`src/rtl/kd_leaf_if.sv`:
```
// Parent/child command-data link of the kd-tree.
// The parent drives the master modport; the child end uses the slave modport.
interface kd_leaf_if #(
  parameter int CMD_W  = 5,
  parameter int DATA_W = 24
);
  logic [CMD_W-1:0]  command_from_top;
  logic [DATA_W-1:0] data_from_top;
  logic [CMD_W-1:0]  command_to_top;
  logic [DATA_W-1:0] data_to_top;

  modport master (
    output command_from_top,
    output data_from_top,
    input  command_to_top,
    input  data_to_top
  );

  modport slave (
    input  command_from_top,
    input  data_from_top,
    output command_to_top,
    output data_to_top
  );
endinterface

```
`src/rtl/kd_leaf_endpoint.sv`:
```
// Leaf endpoint of the kd-tree link: holds one center, answers parent commands.
// Optional protocol checker enabled by defining KD_LEAF_PROTOCOL_CHECK_EN.
module kd_leaf_endpoint #(
  parameter int CMD_W  = 5,
  parameter int DATA_W = 24
) (
  input  logic     clk,
  input  logic     reset,
  kd_leaf_if.slave link,
  output logic     proto_err
);

  localparam logic [CMD_W-1:0] NOP        = CMD_W'(5'h00);
  localparam logic [CMD_W-1:0] FILL       = CMD_W'(5'h01);
  localparam logic [CMD_W-1:0] CFG_AXIS   = CMD_W'(5'h02);
  localparam logic [CMD_W-1:0] RECV_CTR   = CMD_W'(5'h03);
  localparam logic [CMD_W-1:0] SWAP_LEFT  = CMD_W'(5'h04);
  localparam logic [CMD_W-1:0] FILL_DONE  = CMD_W'(5'h05);
  localparam logic [CMD_W-1:0] CFG_DONE   = CMD_W'(5'h07);
  localparam logic [CMD_W-1:0] BUSY       = CMD_W'(5'h08);
  localparam logic [CMD_W-1:0] START_SORT = CMD_W'(5'h09);
  localparam logic [CMD_W-1:0] RDY_SORT   = CMD_W'(5'h0a);
  localparam logic [CMD_W-1:0] DNE        = CMD_W'(5'h10);
  localparam logic [CMD_W-1:0] RST_DONE   = CMD_W'(5'h1e);
  localparam logic [CMD_W-1:0] RST        = CMD_W'(5'h1f);

  typedef enum logic [1:0] {
    UNINIT,
    EMPTY,
    FULL
  } state_t;

  state_t            state;
  logic [DATA_W-1:0] center;
  logic              valid;
  logic [1:0]        axis;
  logic [CMD_W-1:0]  prev_cmd;
  logic              initd;

  logic [CMD_W-1:0]  resp_cmd;
  logic [DATA_W-1:0] resp_data;

  logic [CMD_W-1:0]  cmd;
  logic [DATA_W-1:0] din;
  logic              is_new;

  assign cmd    = link.command_from_top;
  assign din    = link.data_from_top;
  assign is_new = (cmd != prev_cmd);

  assign link.command_to_top = resp_cmd;
  assign link.data_to_top    = resp_data;

  // Edge-triggered command FSM; a held command keeps its last response.
  always_ff @(posedge clk) begin
    if (reset) begin
      state     <= UNINIT;
      center    <= '0;
      valid     <= 1'b0;
      axis      <= 2'd0;
      prev_cmd  <= NOP;
      initd     <= 1'b0;
      resp_cmd  <= NOP;
      resp_data <= '0;
    end else begin
      prev_cmd <= cmd;
      if (is_new) begin
        unique case (cmd)
          RST: begin
            state     <= EMPTY;
            center    <= '0;
            valid     <= 1'b0;
            axis      <= 2'd0;
            initd     <= 1'b1;
            resp_cmd  <= RST_DONE;
            resp_data <= '0;
          end
          FILL: begin
            resp_cmd <= FILL_DONE;
            if (!valid) begin
              center    <= din;
              valid     <= 1'b1;
              resp_data <= din;
              if (state == EMPTY) state <= FULL;
            end else begin
              resp_data <= center;
            end
          end
          CFG_AXIS: begin
            axis      <= (din[1:0] == 2'd3) ? 2'd0 : din[1:0];
            resp_cmd  <= CFG_DONE;
            resp_data <= '0;
          end
          SWAP_LEFT: begin
            center    <= din;
            valid     <= 1'b1;
            resp_cmd  <= RECV_CTR;
            resp_data <= center;
            if (state == EMPTY) state <= FULL;
          end
          START_SORT: begin
            if (valid) begin
              resp_cmd  <= RDY_SORT;
              resp_data <= center;
            end else begin
              resp_cmd  <= DNE;
              resp_data <= '0;
            end
          end
          default: begin
            resp_cmd  <= NOP;
            resp_data <= '0;
          end
        endcase
      end
    end
  end

  // Structural invariants: axis never holds 3, UNINIT tracks initd.
  always_ff @(posedge clk) begin
    if (!reset) begin
      assert (axis != 2'd3);
      assert ((state == UNINIT) == !initd);
    end
  end

`ifdef KD_LEAF_PROTOCOL_CHECK_EN
  logic defined_code;
  logic bad_cmd;
  logic err_q;

  // Classify the incoming code against the link command set.
  always_comb begin
    defined_code = 1'b0;
    unique case (cmd)
      NOP, FILL, CFG_AXIS, RECV_CTR, SWAP_LEFT,
      FILL_DONE, CFG_DONE, BUSY, START_SORT,
      RDY_SORT, DNE, RST_DONE, RST: defined_code = 1'b1;
      default: defined_code = 1'b0;
    endcase
  end

  assign bad_cmd = !defined_code ||
                   (!initd && cmd != RST && cmd != NOP);

  // Sticky error flag; only reset clears it.
  always_ff @(posedge clk) begin
    if (reset) err_q <= 1'b0;
    else if (is_new && bad_cmd) err_q <= 1'b1;
  end

  assign proto_err = err_q;
`else
  assign proto_err = 1'b0;
`endif

endmodule

```
`src/flat_wrapper.sv`:
```
// flat-port wrapper written by rule: the top's interface ports become plain ports
module kd_leaf_endpoint_flat 
#(
  parameter int CMD_W  = 5,
  parameter int DATA_W = 24
)
  (clk, reset, proto_err, link_command_from_top, link_data_from_top, link_command_to_top, link_data_to_top);
  kd_leaf_if #(.CMD_W(CMD_W), .DATA_W(DATA_W)) link_i ();
  input  logic clk;
  input  logic reset;
  output logic proto_err;
  input wire logic [$bits(link_i.command_from_top)-1:0] link_command_from_top;
  input wire logic [$bits(link_i.data_from_top)-1:0] link_data_from_top;
  output wire logic [$bits(link_i.command_to_top)-1:0] link_command_to_top;
  output wire logic [$bits(link_i.data_to_top)-1:0] link_data_to_top;
  assign link_i.command_from_top = link_command_from_top;
  assign link_i.data_from_top = link_data_from_top;
  assign link_command_to_top = link_i.command_to_top;
  assign link_data_to_top = link_i.data_to_top;
  kd_leaf_endpoint #(.CMD_W(CMD_W), .DATA_W(DATA_W)) u_core (.clk(clk), .reset(reset), .link(link_i), .proto_err(proto_err));
endmodule
```
`config.mk`:
```
export PLATFORM = sky130hd
export DESIGN_NAME = kd_leaf_endpoint_flat
export DESIGN_NICKNAME = d
export VERILOG_FILES = /design/src/rtl/kd_leaf_if.sv /design/src/rtl/kd_leaf_endpoint.sv /design/src/flat_wrapper.sv
export SDC_FILE = /design/constraint.sdc
export NUM_CORES = 1
export LEC_CHECK = 0
export CORE_AREA = 4 4 90 92
export CTS_CLUSTER_DIAMETER = 120
export DETAILED_ROUTE_END_ITERATION = 8
export DIE_AREA = 0 0 94 96
export PLACE_DENSITY = 0.56
export SLEW_MARGIN = 20
export SYNTH_ARGS = -nofsm -noshare
export SYNTH_HDL_FRONTEND = slang
export SYNTH_SLANG_ARGS = --single-unit
```
`constraint.sdc`:
```
create_clock -name clk -period 2.05 [get_ports clk]
set_input_delay 0.41 -clock clk [delete_from_list [all_inputs] [get_ports clk]]
set_output_delay 0.41 -clock clk [all_outputs]
set_load 0.01 [all_outputs]
```
==> key figures, run 1 <==
Run status
  – Result of the run: finished, final reports clean

Synth
  – Netlist Area Pre-Place: 0.00249 mm^2
  – Post-Syn Nets: 256
  – Flip-flop cell with the highest count after synthesis: sky130_fd_sc_hd__dfxtp_1
  – Number of enable flip-flop cells after synthesis: 0
  – Cells after synthesis: 225
  – Synth async-reset ratio: 0%
  – Average size of a mapped cell: 11.1 um^2
  – Number of different library cells in the post-synthesis netlist: 42
  – Synth warnings: 0
  – Post-synthesis sequential element count: 59
  – Sequential share of the synthesized area: 47.4%

STA
  – Skew final: 0.00985 ns
  – Achievable frequency: 0.503 GHz
  – RSZ-0062 raised after global routing: no
  – Final Hold Vio Count: 0
  – Share of the cycle needed by the critical path after routing: 97.0%
  – Clock period minus final worst setup slack: 1.99 ns
  – Fin. max-slew vios: 0
  – Setup violation total in the final timing report: 0
  – Final setup slack of the worst path: 0.0615 ns
  – Total Neg Setup Slack: 0 ns
  – Worst slew margin relative to its limit: 64.2%
  – Transition at the pin with the smallest max-transition slack: 0.535 ns

Floorplanning
  – Initial core utilization: 34.5%
  – Die span in y: 96 um
  – Boundary Pins: 61
  – Die Width: 94 um
  – Core Region: 0.00721 mm^2
  – Total die area: 0.00902 mm^2
  – Site Rows: 31

Place
  – Gpl congestion: 0.798
  – Number of I/O port buffers: 59
  – Placed insts: 387
  – Setup WS pre-CTS: -0.586 ns
  – DPL Wire Length: 4300 um
  – Area after DPL: 0.00328 mm^2

Final layout
  – Final std cells w/o fill: 410
  – Count of filler cells inserted in the layout: 682
  – Synth-to-layout area growth: 45.7%
  – Register cell area after layout: 0.00118 mm^2
  – Ant diodes: 0
  – Final instance area: 0.00363 mm^2
  – Combined area of the multi-input logic cells: 0.00125 mm^2
  – Fraction of layout cells with a size suffix above 1: 19.9%
  – Net count of the finished layout: 337

Worst setup path
  – Number of cells on the worst reg-to-reg path: 6
  – Required time of the critical path: 2.26 ns
  – CP Data Arrival Time: 2.20 ns
  – Crit path max fanout: 6
  – Crit path capture type: register
  – Class of the most critical setup path: in2reg
  – Kind of start point of the critical path: input pin

Drt
  – Detailed-routing iteration count for the pre-antenna-repair pass: 4
  – Total number of vias: 2116
  – Via-to-Cell Ratio: 5.16
  – Remaining design rule violation count: 0
  – Routed len/inst: 16.8 um
  – Drt first-iter violations: 99
  – Total wirelength of the detailed-routed design: 6890 um
  – Count of antenna-violating nets left after detailed routing: 0

Hold path
  – Type of the tightest min-delay check: reg2reg
  – Number of stages on the worst hold path: 2

Flow run
  – Number of max-cap violations: 0

Pwr
  – Total chip power: 0.00256 W
  – Worst ir drop on vdd: 0.440 mV
  – Leakage Power: 1.38 nW
  – Power per unit of standard cell area: 706 mW/mm^2

GRT
  – Antenna violations before repair: 0
  – First-pass GRT wire length: 10800 um
  – Tot GR Track Use: 15.8%
  – Total global routing overflow: 0
  – Largest net degree at the start of global routing: 25
  – Via count of the first global-routing pass: 2082

Clock network
  – Clock Pin Slew Worst Setup and Hold Paths: 0.07 ns
  – Cts-stage hold buffer count: 0
  – Clock tree from TritonCTS: done
  – TritonCTS buffer count: 9
  – Total clock sinks: 59
  – H-tree depth reported by CTS: 3
  – Clock network latency to the later pin of the worst-skew pair: 0.33 ns
  – Maximum clock path buffer count: 2
  – Clk Tree Root Cell: sky130_fd_sc_hd__clkbuf_8
## cells in the final DEF (no fill, tap or decap), types with 4 or more instances in the layout
cell	instances
sky130_fd_sc_hd__nor2b_1	5
sky130_fd_sc_hd__xnor2_1	4
sky130_fd_sc_hd__o32ai_4	4
sky130_fd_sc_hd__clkdlybuf4s50_1	56
sky130_fd_sc_hd__nand3_1	5
sky130_fd_sc_hd__buf_4	26
sky130_fd_sc_hd__nor2_1	6
sky130_fd_sc_hd__a22o_1	72
sky130_fd_sc_hd__clkbuf_8	11
sky130_fd_sc_hd__a21oi_1	8
sky130_fd_sc_hd__dfxtp_1	59
## layout make-up
class                   count  area share, %
repair buffers             90           23.8
well taps                  99           3.41
clock inverters             4           1.34
flip-flops and latches     59           32.5
clock buffers              12           4.27
multi-input cells         144           34.5
inverters                   2          0.207
## critical path, stage by stage
cell and delay, ns:
sky130_fd_sc_hd__clkdlybuf4s50_1 0.81, sky130_fd_sc_hd__inv_1 0.27, sky130_fd_sc_hd__o41ai_4 0.11, sky130_fd_sc_hd__buf_4 0.20
sky130_fd_sc_hd__o32ai_4 0.14, sky130_fd_sc_hd__a22o_1 0.25
## flip-flops by register name, summed over array words and instances, names as in the netlist
signal and cells:
u_core.center 24, u_core.link.data_to_top 24, u_core.link.command_to_top 5, u_core.prev_cmd 5
u_core.valid 1
## kinds of logic (layout without fill, tap and decap cells)
| family | Yosys count | count (layout) | share of synthesized area, % |
|---|---|---|---|
| AOI/OAI and AO/OA | 96 | 99 | 34.2 |
| DFF | 59 | 59 | 47.4 |
| and+or+nand+nor | 37 | 37 | 9.54 |
| buffers and inverters | 25 | 108 | 6.22 |
| xor gates and xnor gates | 7 | 7 | 2.46 |
| other | 1 | 1 | 0.150 |
## per-stage QoR
step	util [%]	hold slack, ns
after detailed placement	45.5	0.463
after global placement	45.5	0.456
after CTS	49.9	0.473
after floorplan	-	0.450
final	50.3	0.467
after global routing	50.3	0.483
## Yosys cell counts, drive strengths merged (2+ instances only)
| library cell | number | area, um^2 |
|---|---|---|
| a21oi | 9 | 45.0 |
| a22o | 72 | 631 |
| buf | 16 | 121 |
| clkbuf | 7 | 26.3 |
| dfxtp | 59 | 1180 |
| inv | 2 | 7.51 |
| nand2 | 3 | 11.3 |
| nand3 | 5 | 25.0 |
| nor2 | 6 | 22.5 |
| nor2b | 6 | 37.5 |
| nor3 | 3 | 31.3 |
| nor3b | 2 | 15.0 |
| o211ai | 2 | 15.0 |
| o21ai | 4 | 20.0 |
| or3 | 3 | 23.8 |
| or4 | 2 | 18.8 |
| xnor2 | 4 | 35.0 |
| xor2 | 3 | 26.3 |
## path summary, 6_finish.rpt
kind	end	slack (ns)	from
worst min-delay path	u_core.link.command_to_top[0]	0.47	u_core.link.command_to_top[0]
worst max-delay path	u_core.center[1]	0.06	reset
worst min register to register	u_core.link.command_to_top[0]	0.47	u_core.link.command_to_top[0]
worst max register to register	u_core.link.data_to_top[15]	0.28	u_core.prev_cmd[4]
## repair_timing
item / in CTS / in global routing
endpoints found under the setup margin: 24 / 48
gates resized for setup: 4 / 7
gates cloned: 3 / 0
pin swaps: 7 / 13
setup buffers: 4 / 0
## metal layers
metal / global-route usage [%] / vias up / wire length [um]
met1: 20.8 / 1013 / 3340
met2: 24.4 / 47 / 3130
met5: 0 / - / 0
li1: - / 1047 / -
met4: 7.58 / 0 / 123
met3: 3.83 / 9 / 285
## power by group
part	switching, W	internal [W]	leakage [nW]	total, W
registers	0.0000109	0.00117	0.478	0.00118
clock network	0.000457	0.000626	0.106	0.00108
logic	0.000155	0.000150	0.795	0.000305
Note: power is estimated with default switching activity, not from simulation.
==> inputs of run 2 (changes only) <==
- ABC_AREA: unset -> 1
- CORE_AREA: 4 4 90 92 -> 4 4 108 110
- CTS_CLUSTER_DIAMETER: 120 -> 100
- DIE_AREA: 0 0 94 96 -> 0 0 112 114
- PLACE_DENSITY: 0.56 -> 0.53
==> key figures, run 2 <==
Run status
  – Result of the run: finished, final reports clean

Synth
  – Biggest area consumer among synthesized cells: sky130_fd_sc_hd__dfxtp_1
  – Number of different library cells in the post-synthesis netlist: 21
  – Flip-flop cell with the highest count after synthesis: sky130_fd_sc_hd__dfxtp_1
  – Average size of a mapped cell: 6.18 um^2
  – Synth async-reset ratio: 0%
  – Leading cell types by total area after synthesis: sky130_fd_sc_hd__dfxtp_1, sky130_fd_sc_hd__nand2_1, sky130_fd_sc_hd__nand4_1
  – Post-synthesis sequential element count: 59
  – Synth warnings: 0
  – Netlist Area Pre-Place: 0.00370 mm^2
  – Commonest cells in the synthesized netlist: sky130_fd_sc_hd__nand2_1, sky130_fd_sc_hd__nand4_1, sky130_fd_sc_hd__nor2_1
  – Sequential share of the synthesized area: 31.9%
  – Post-Syn Nets: 629
  – Cells after synthesis: 598
  – Share of the synthesized area in the top cell type: 31.9%
  – Most frequent cell after synthesis: sky130_fd_sc_hd__nand2_1
  – Number of enable flip-flop cells after synthesis: 0

STA
  – Clock period minus final worst setup slack: 1.74 ns
  – Final Hold Vio Count: 0
  – Final-layout worst hold slack: 0.495 ns
  – Worst slew margin relative to its limit: 66.5%
  – Fin. max-slew vios: 0
  – Setup violation total in the final timing report: 0
  – Transition at the pin with the smallest max-transition slack: 0.502 ns
  – Final setup slack of the worst path: 0.307 ns
  – Share of the cycle needed by the critical path after routing: 85.0%
  – RSZ-0062 raised after global routing: no
  – Achievable frequency: 0.574 GHz
  – Skew final: 0.00926 ns

Drt
  – Total number of vias: 4117
  – Detailed-routing iteration count for the pre-antenna-repair pass: 5
  – Drt first-iter violations: 388
  – Remaining design rule violation count: 0
  – Total wirelength of the detailed-routed design: 11900 um
  – Routed len/inst: 14.9 um
  – Via-to-Cell Ratio: 5.17
  – Count of antenna-violating nets left after detailed routing: 0

GRT
  – Met3 Track Usage GR: 2.81%
  – Antenna violations before repair: 0
  – Total global routing overflow: 0
  – Busiest layer in global routing: met1
  – Tot GR Track Use: 18.3%
  – M2 GR Usage: 27.0%
  – Largest net degree at the start of global routing: 43
  – First-pass GRT wire length: 19100 um
  – Via count of the first global-routing pass: 3644
  – Met1 routing resource usage after global routing: 27.9%

Pwr
  – Worst ir drop on vdd: 0.228 mV
  – Logic gate share of total power: 17.9%
  – Leakage Power: 2.01 nW
  – Power per unit of standard cell area: 567 mW/mm^2
  – Internal Power: 0.00187 W
  – Net switching power figure: 0.000810 W
  – Fraction of power consumed by the clock network: 36.9%
  – Net Sw Frac: 30.2%
  – Reg power frac: 45.1%

Clock network
  – Clk Tree Root Cell: sky130_fd_sc_hd__clkbuf_8
  – Clock Pin Slew Worst Setup and Hold Paths: 0.07 ns
  – Total clock sinks: 59
  – Clock tree from TritonCTS: done
  – H-tree depth reported by CTS: 3
  – TritonCTS buffer count: 9
  – Number of gates resized after cts: 0
  – Cts-stage hold buffer count: 0
  – Clock network latency to the later pin of the worst-skew pair: 0.34 ns
  – Maximum clock path buffer count: 2
  – Setup repair bufs after CTS: 0

Flow run
  – Number of max-cap violations: 0

Place
  – Placed insts: 781
  – DPL Wire Length: 8010 um
  – Gpl congestion: 0.837
  – Number of I/O port buffers: 59
  – Area after DPL: 0.00455 mm^2
  – Setup WS pre-CTS: -0.0454 ns

Floorplanning
  – Core Region: 0.0107 mm^2
  – Die span in y: 114 um
  – Die Width: 112 um
  – Site Rows: 38
  – Total die area: 0.0128 mm^2
  – Initial core utilization: 34.6%
  – Boundary Pins: 61

Final layout
  – Net count of the finished layout: 683
  – Ant diodes: 0
  – Final instance area: 0.00473 mm^2
  – Fraction of layout cells with a size suffix above 1: 10.2%
  – Commonest cells after routing, fill and taps aside: sky130_fd_sc_hd__nand2_1, sky130_fd_sc_hd__nand4_1, sky130_fd_sc_hd__clkdlybuf4s50_1, sky130_fd_sc_hd__dfxtp_1, sky130_fd_sc_hd__nor2_1
  – Final std cells w/o fill: 797
  – Most common cell after layout, fill and taps aside: sky130_fd_sc_hd__nand2_1
  – Synth-to-layout area growth: 27.9%

Worst setup path
  – CP Data Arrival Time: 2.02 ns
  – Crit path max fanout: 14
  – Required time of the critical path: 2.33 ns
  – Class of the most critical setup path: in2reg
  – Crit path capture type: register
  – Kind of start point of the critical path: input pin

Hold path
  – Type of the tightest min-delay check: reg2reg
[run 2: cell types whose count changed in the layout (fill, tap and decap cells not counted), moves of 5 or more]
| cell | previous run | this run |
|---|---|---|
| sky130_fd_sc_hd__nor2b_1 | 5 | 0 |
| sky130_fd_sc_hd__nand2_1 | 2 | 195 |
| sky130_fd_sc_hd__nand3_1 | 5 | 53 |
| sky130_fd_sc_hd__nand3b_1 | 0 | 25 |
| sky130_fd_sc_hd__a22o_1 | 72 | 0 |
| sky130_fd_sc_hd__inv_2 | 0 | 7 |
| sky130_fd_sc_hd__nor2_1 | 6 | 58 |
| sky130_fd_sc_hd__a21oi_1 | 8 | 30 |
| sky130_fd_sc_hd__nand4_1 | 1 | 76 |
| sky130_fd_sc_hd__buf_4 | 26 | 31 |
| sky130_fd_sc_hd__inv_1 | 2 | 31 |
[run 2: final cells by class]
class / count / area [um^2]
clock buffers: 12 / 155
inverters: 39 / 146
well taps: 140 / 175
flip-flops and latches: 59 / 1180
fillers: 1177 / 5970
multi-input cells: 448 / 2120
clock inverters: 4 / 25.0
repair buffers: 95 / 923
[run 2: logic make-up (layout without fill, tap and decap cells)]
kind of cell,Yosys count,after routing,share of synthesized area [%]
AND/OR/NAND/NOR,415,415,52.3
buffers and inverters,91,150,11.2
flip-flops,59,59,31.9
AO/OA/AOI/OAI,31,31,4.19
other,1,1,0.101
XOR/XNOR,1,1,0.237
[run 2: power groups by stage]
stage,combinational [W],sequential (W),clock (W)
global route,0.000532,0.00121,0.00106
floorplan,0.000281,0.00123,0
detailed placement,0.000481,0.00124,0
global placement,0.000475,0.00123,0
CTS,0.000483,0.00121,0.00101
finish,0.000481,0.00121,0.000990
[run 2: metrics by stage]
step | TNS (ns) | power (W) | util (%)
4_1_cts | 0 | 0.00270 | 44.2
5_1_grt | 0 | 0.00280 | 44.2
3_5_place_dp | -0.319 | 0.00172 | 42.5
3_3_place_gp | -0.306 | 0.00171 | 42.5
2_1_floorplan | 0 | 0.00151 | -
6_report | 0 | 0.00268 | 44.2
[run 2: worst paths after layout]
kind,start,depth (start not counted),slack [ns],end
hold / removal,u_core.link.data_to_top[22],2,0.49,u_core.link.data_to_top[22]
setup / recovery,link_command_from_top[2],9,0.31,u_core.link.data_to_top[13]
setup reg to reg,u_core.prev_cmd[0],10,0.67,u_core.center[5]
hold reg to reg,u_core.link.data_to_top[22],2,0.49,u_core.link.data_to_top[22]
[run 2: critical path: stages]
cell and delay (ns):
sky130_fd_sc_hd__clkdlybuf4s50_1 0.46, sky130_fd_sc_hd__inv_1 0.17, sky130_fd_sc_hd__nand2_1 0.15, sky130_fd_sc_hd__nor2_2 0.16, sky130_fd_sc_hd__buf_4 0.24, sky130_fd_sc_hd__nand2_1 0.10, sky130_fd_sc_hd__nand3_1 0.15, sky130_fd_sc_hd__nand2_1 0.07
sky130_fd_sc_hd__a21oi_1 0.11
[run 2: layer usage]
metal,routed length (um),vias to the layer above
met2,5160,120
met4,103,0
li1,-,2097
met3,685,10
met1,5900,1890
met5,0,-
